## config.mk

```make
export PLATFORM = sky130hd
export DESIGN_NAME = pcm_nrz_tx
export DESIGN_NICKNAME = d
export VERILOG_FILES = /design/src/rtl/pcm_nrz_tx.sv
export SDC_FILE = /design/constraint.sdc
export NUM_CORES = 1
export LEC_CHECK = 0
export ABC_CLOCK_PERIOD_IN_PS = 2750
export BUFFER_PORTS_ARGS = -buffer_cell sky130_fd_sc_hd__buf_4
export CAP_MARGIN = 10
export CORE_MARGIN = 2
export CORE_UTILIZATION = 50
export DETAILED_ROUTE_END_ITERATION = 12
export HOLD_SLACK_MARGIN = 0.12
export PLACE_DENSITY = 0.69
export RECOVER_POWER = 25
export SETUP_SLACK_MARGIN = 0.5
export SYNTH_ARGS = -nofsm -noshare
export SYNTH_HDL_FRONTEND = slang
export SYNTH_SLANG_ARGS = --single-unit
export TNS_END_PERCENT = 100
```

## constraint.sdc

```tcl
create_clock -name clk -period 2.75 [get_ports clk]
set_clock_uncertainty 0.2 [all_clocks]
set_input_delay 0 -clock clk [delete_from_list [all_inputs] [get_ports clk]]
set_output_delay 0 -clock clk [all_outputs]
set_load 0.01 [all_outputs]
```

## src/rtl/pcm_nrz_tx.sv

```systemverilog
// PCM NRZ telemetry transmitter: byte FIFO feeding an MSB-first serializer
// that groups words into fixed-size frames, padding with 0x00 on underrun.
module pcm_nrz_tx #(
  parameter int CLK_HZ     = 10240000,
  parameter int BIT_RATE   = 51200,
  parameter int FRAME_SIZE = 128,
  parameter int FIFO_DEPTH = 16
) (
  input  logic       clk,
  input  logic       reset_n,
  input  logic       enable,
  input  logic [7:0] rx_data,
  input  logic       rx_en,
  output logic       rx_ready,
  output logic       txd,
  output logic       frame_start,
  output logic       underrun,
  output logic       overflow,
  output logic       active
);

  localparam int CLK_DIV = CLK_HZ / BIT_RATE;
  localparam int TW      = (CLK_DIV > 2) ? $clog2(CLK_DIV) : 1;
  localparam int WW      = (FRAME_SIZE > 1) ? $clog2(FRAME_SIZE) : 1;
  localparam int AW      = (FIFO_DEPTH > 1) ? $clog2(FIFO_DEPTH) : 1;
  localparam int CW      = $clog2(FIFO_DEPTH) + 1;

  localparam logic [TW-1:0] T_LAST   = TW'(CLK_DIV - 1);
  localparam logic [WW-1:0] W_LAST   = WW'(FRAME_SIZE - 1);
  localparam logic [CW-1:0] FULL_CNT = CW'(FIFO_DEPTH);

  typedef enum logic {IDLE, RUN} state_t;
  state_t state_q, state_d;

  logic [7:0]    mem [FIFO_DEPTH];
  logic [AW-1:0] wr_ptr, rd_ptr;
  logic [CW-1:0] count, count_d;
  logic          fifo_empty, fifo_full, push, pop;

  logic [TW-1:0] tmr_q, tmr_d;
  logic [2:0]    bit_q, bit_d;
  logic [WW-1:0] word_q, word_d;
  logic [7:0]    sh_q, sh_d;
  logic          fs_d, ur_d, fs_q, ur_q;

  assign fifo_empty = (count == '0);
  assign fifo_full  = (count == FULL_CNT);
  // A pop in the same cycle frees a slot, so a push into a full FIFO still lands.
  assign push       = rx_en && (!fifo_full || pop);
  assign count_d    = count + CW'(push) - CW'(pop);

  always_comb begin
    state_d = state_q;
    tmr_d   = tmr_q;
    bit_d   = bit_q;
    word_d  = word_q;
    sh_d    = sh_q;
    pop     = 1'b0;
    fs_d    = 1'b0;
    ur_d    = 1'b0;
    case (state_q)
      IDLE: begin
        tmr_d  = '0;
        bit_d  = '0;
        word_d = '0;
        if (enable && !fifo_empty) begin
          state_d = RUN;
          pop     = 1'b1;
          sh_d    = mem[rd_ptr];
          fs_d    = 1'b1;
        end
      end
      RUN: begin
        if (tmr_q == T_LAST) begin
          tmr_d = '0;
          bit_d = bit_q + 3'd1;
          sh_d  = {sh_q[6:0], 1'b0};
          if (bit_q == 3'd7) begin
            word_d = (word_q == W_LAST) ? '0 : word_q + 1'b1;
            // Enable is only honoured at a frame boundary; frames never truncate.
            if (word_q == W_LAST && !enable) begin
              state_d = IDLE;
            end else begin
              fs_d = (word_q == W_LAST);
              if (!fifo_empty) begin
                pop  = 1'b1;
                sh_d = mem[rd_ptr];
              end else begin
                sh_d = 8'h00;
                ur_d = 1'b1;
              end
            end
          end
        end else begin
          tmr_d = tmr_q + 1'b1;
        end
      end
      default: state_d = IDLE;
    endcase
  end

  always_ff @(posedge clk) begin
    if (push) mem[wr_ptr] <= rx_data;
  end

  always_ff @(posedge clk or negedge reset_n) begin
    if (!reset_n) begin
      state_q     <= IDLE;
      tmr_q       <= '0;
      bit_q       <= '0;
      word_q      <= '0;
      sh_q        <= '0;
      fs_q        <= 1'b0;
      ur_q        <= 1'b0;
      wr_ptr      <= '0;
      rd_ptr      <= '0;
      count       <= '0;
      rx_ready    <= 1'b1;
      overflow    <= 1'b0;
      txd         <= 1'b0;
      active      <= 1'b0;
      frame_start <= 1'b0;
      underrun    <= 1'b0;
    end else begin
      state_q  <= state_d;
      tmr_q    <= tmr_d;
      bit_q    <= bit_d;
      word_q   <= word_d;
      sh_q     <= sh_d;
      fs_q     <= fs_d;
      ur_q     <= ur_d;
      if (push) wr_ptr <= wr_ptr + 1'b1;
      if (pop)  rd_ptr <= rd_ptr + 1'b1;
      count    <= count_d;
      rx_ready <= (count_d != FULL_CNT);
      overflow <= rx_en && fifo_full && !pop;
      // Output stage: word pulses line up with the first cycle of its MSB on txd.
      txd         <= (state_q == RUN) && sh_q[7];
      active      <= (state_q == RUN);
      frame_start <= fs_q;
      underrun    <= ur_q;
    end
  end

endmodule
```

==> impl_metrics.toml <==
[synthesis]
ys_ff_latch = 176
netlist_area_um2 = 7270
synth_edf_count = 128
syn_avg_cell_area_um2 = 16.5
synth_cells = 440
yosysWarnings = 0
synth.yosys.seq_area_share = 0.694
synth_flop_cell = "edfxtp_1"
async_flop_share = 0.273
syn_nets = 467
ys_types = 53

[sta]
max-slew-margin-rel = 0.546
rsz0062_at_grt = "yes"
min_period_ns = 2.90
hold_viol_final = 0
timing.fmax_ghz = 0.345
hold_slack_ns = 0.113
drv_slew = 0
fin_ws_ns = -0.151
setup_viol = 2
worst_pin_slew_ns = 0.681
period_share = 1.05

[hold_path]
min_path_type = "input port to flop"

[detailed_routing]
num_vias = 4021
wl_per_cell_um = 19.4
drc_errors = 0
first_iter_violations = 383
ant_nets = 0
wirelength_um = 13900
vias_per_cell = 5.62
dr.pass1.iters = 4

[clock_tree]
clock_path_buffers = 2
cts_root_buffer = "clkbuf_16"
h-tree-depth = 4
clock_sinks = 176
clkTransAtPathRegs_ns = 0.06
cts_tree = "done"
clock_latency_ns = 0.42
cts-buffers-inserted = 17

[worst_setup_path]
required_ns = 2.90
crit_chain = "or4b_4 > nor3_4 > o22ai_4 > or2_4 > buf_4 > buf_6 > fa_2 > a21oi_2 > nor2_1 > nor2_1 > xnor2_1 > nand3b_1"
cpMostUsedCell = "nor2_1"
slowest_stage = "or4b_4"
critPathBufInv = 2
start_kind = "flop"
worst_setup_path_end_kind = "flop"
critPathTopFamily = "simple AND/OR/NAND/NOR gates"
arrival_ns = 3.05
crit_fanout = 2
crit_type = "flop to flop"
max_stage_delay_ns = 0.56

[layout]
num_antenna_cells = 0
syn_to_final_growth_pct = 21.6
final_area_um2 = 8840
stdcell_count = 715
drive_gt1_frac = 0.290
final_cell_mix = "128 x edfxtp_1, 47 x dfrtp_1, 41 x buf_4"
mostFrequentLayoutCell = "edfxtp_1"
final.fill_count = 1020
nets = 545

[run_status]
violations = "setup timing"
status = "finished with violations"

[power]
p_per_area_nw_per_um2 = 791
p_int_mw = 5.06
vdd_drop_max_v = 0.000579
switching_share = 0.276
seqPwrFrac = 0.487
p_total_mw = 6.99
leakagePower_nw = 3.22
switchingPower_mw = 1.93
p_comb_frac = 0.202
clkPwrFrac = 0.311

[grt]
grt_use_total = 0.193
grt_antenna_before_repair = 0
grt_pass1_wl_um = 22700
grt-ovfl-total = 0
grt_start_max_net_pins = 49
grt_pass1_vias = 4229

[place]
placed_cells = 659
port-buffer-count = 17
gp_congestion = 0.769
hpwl_um = 8870
dpl-instance-area_um2 = 8000

[floorplanning]
die_w_um = 125
initial_core_util = 0.506
io_pins = 18
die_area_um2 = 15500
rows = 44
core_area_um2 = 14400
die_height_um = 125

[run]
max_cap_viol_count = 0
==> flip-flops by register name, summed over array words and instances (netlist names) <==
signal       cells
txd              1
frame_start      1
bit_q            3
mem            128
rx_ready         1
overflow         1
state_q          1
fs_q             1
wr_ptr           4
active           1
count            5
underrun         1
sh_q             8
word_q           7
ur_q             1
tmr_q            8
rd_ptr           4
==> synthesized netlist by cell type, types with 2 or more instances <==
| cell type | count | area share |
|---|---|---|
| nand2_1 | 25 | 0.013 |
| a221o_1 | 7 | 0.0096 |
| nand3b_1 | 3 | 0.0031 |
| clkbuf_1 | 6 | 0.0031 |
| dfrtp_1 | 47 | 0.16 |
| buf_1 | 2 | 0.0010 |
| o21ai_0 | 2 | 0.0014 |
| nor2b_1 | 5 | 0.0043 |
| ha_1 | 14 | 0.024 |
| nand2b_1 | 2 | 0.0017 |
| mux4_2 | 30 | 0.093 |
| nand4_1 | 4 | 0.0034 |
| and2_1 | 3 | 0.0026 |
| xor2_1 | 12 | 0.014 |
| o2111ai_1 | 2 | 0.0024 |
| nor2_1 | 29 | 0.015 |
| mux2i_1 | 4 | 0.0055 |
| mux2_2 | 2 | 0.0031 |
| a22oi_1 | 11 | 0.011 |
| and3_1 | 17 | 0.015 |
| nand3_1 | 13 | 0.0090 |
| a21o_1 | 2 | 0.0021 |
| a31oi_1 | 3 | 0.0026 |
| nor3b_1 | 2 | 0.0021 |
| a21oi_1 | 13 | 0.0090 |
| edfxtp_1 | 128 | 0.53 |
| inv_1 | 7 | 0.0036 |
| xnor2_1 | 9 | 0.011 |
| nor4b_1 | 2 | 0.0024 |
| nor3_1 | 5 | 0.0034 |
| buf_2 | 7 | 0.0048 |
==> power groups by stage <==
stage / clock [mW] / sequential [mW] / combinational, mW
6_report: 2.17 / 3.40 / 1.41
2_1_floorplan: 0 / 3.39 / 0.859
3_5_place_dp: 0 / 3.44 / 1.31
5_1_grt: 2.35 / 3.43 / 1.55
3_3_place_gp: 0 / 3.42 / 1.27
4_1_cts: 2.22 / 3.40 / 1.41
==> metrics by stage <==
stage,setup WS (ns),util,setup TNS (ns)
final,-0.151,0.615,-0.222
after global routing,-0.270,0.615,-0.587
after CTS,-0.211,0.613,-7.82
after detailed placement,-0.238,0.556,-0.389
after global placement,-0.147,0.556,-0.207
after floorplan,-0.178,-,-0.276
==> logic make-up (layout without fill, tap and decap cells) <==
kind of cell               after synthesis  in the layout  synth area share
AOI/OAI and AO/OA                       45             45            0.0449
xor gates and xnor gates                21             21            0.0253
adders and majority gates               15             15            0.0269
buffers and inverters                   24            115            0.0151
DFF                                    176            176             0.694
muxes                                   36             36             0.102
and+or+nand+nor                        123            123            0.0919
==> layout make-up <==
type                    instances  area, µm²  share of cell area
multi-input cells             240       2300               0.261
repair buffers                 76        697              0.0788
clock inverters                14        106              0.0120
inverters                       7       26.3             0.00297
clock buffers                  18        429              0.0485
well taps                     184        230              0.0260
flip-flops and latches        176       5050               0.571
==> worst reg2reg max path, cell delays in order (launching register included) <==
cell      delay, ns
dfrtp_1        0.38
or4b_4         0.56
nor3_4         0.19
o22ai_4        0.09
or2_4          0.26
buf_4          0.14
buf_6          0.11
fa_2           0.36
a21oi_2        0.12
nor2_1         0.06
nor2_1         0.11
xnor2_1        0.16
nand3b_1       0.10
==> metal layers <==
| metal | track usage | vias up | part of all wire |
|---|---|---|---|
| met5 | 0 | - | 0 |
| met4 | 0.0588 | 0 | 0.013 |
| met3 | 0.0533 | 11 | 0.048 |
| met2 | 0.317 | 84 | 0.51 |
| met1 | 0.253 | 2062 | 0.42 |
| li1 | - | 1864 | - |
==> path summary, 6_finish.rpt <==
path	startpoint	slack, ns	cells past startpoint	endpoint
worst max register to register	tmr_q[3]	-0.15	12	rx_ready
max in group asynchronous	reset_n	1.47	3	sh_q[4]
worst max-delay path	tmr_q[3]	-0.15	12	rx_ready
min in group asynchronous	reset_n	0.47	3	word_q[0]
worst min register to register	ur_q	0.15	0	underrun
worst min-delay path	enable	0.11	4	sh_q[5]
==> repair_timing <==
action / 4_1_cts / 5_1_grt
gates cloned: 0 / 0
hold buffers: 12 / 1
endpoints found under the hold margin: 251 / 4
buffers inserted: 7 / 4
resized for setup: 16 / 7
endpoints found under the setup margin: 143 / 149
pin swaps: 13 / 8
(Power assumes the default switching activity.)
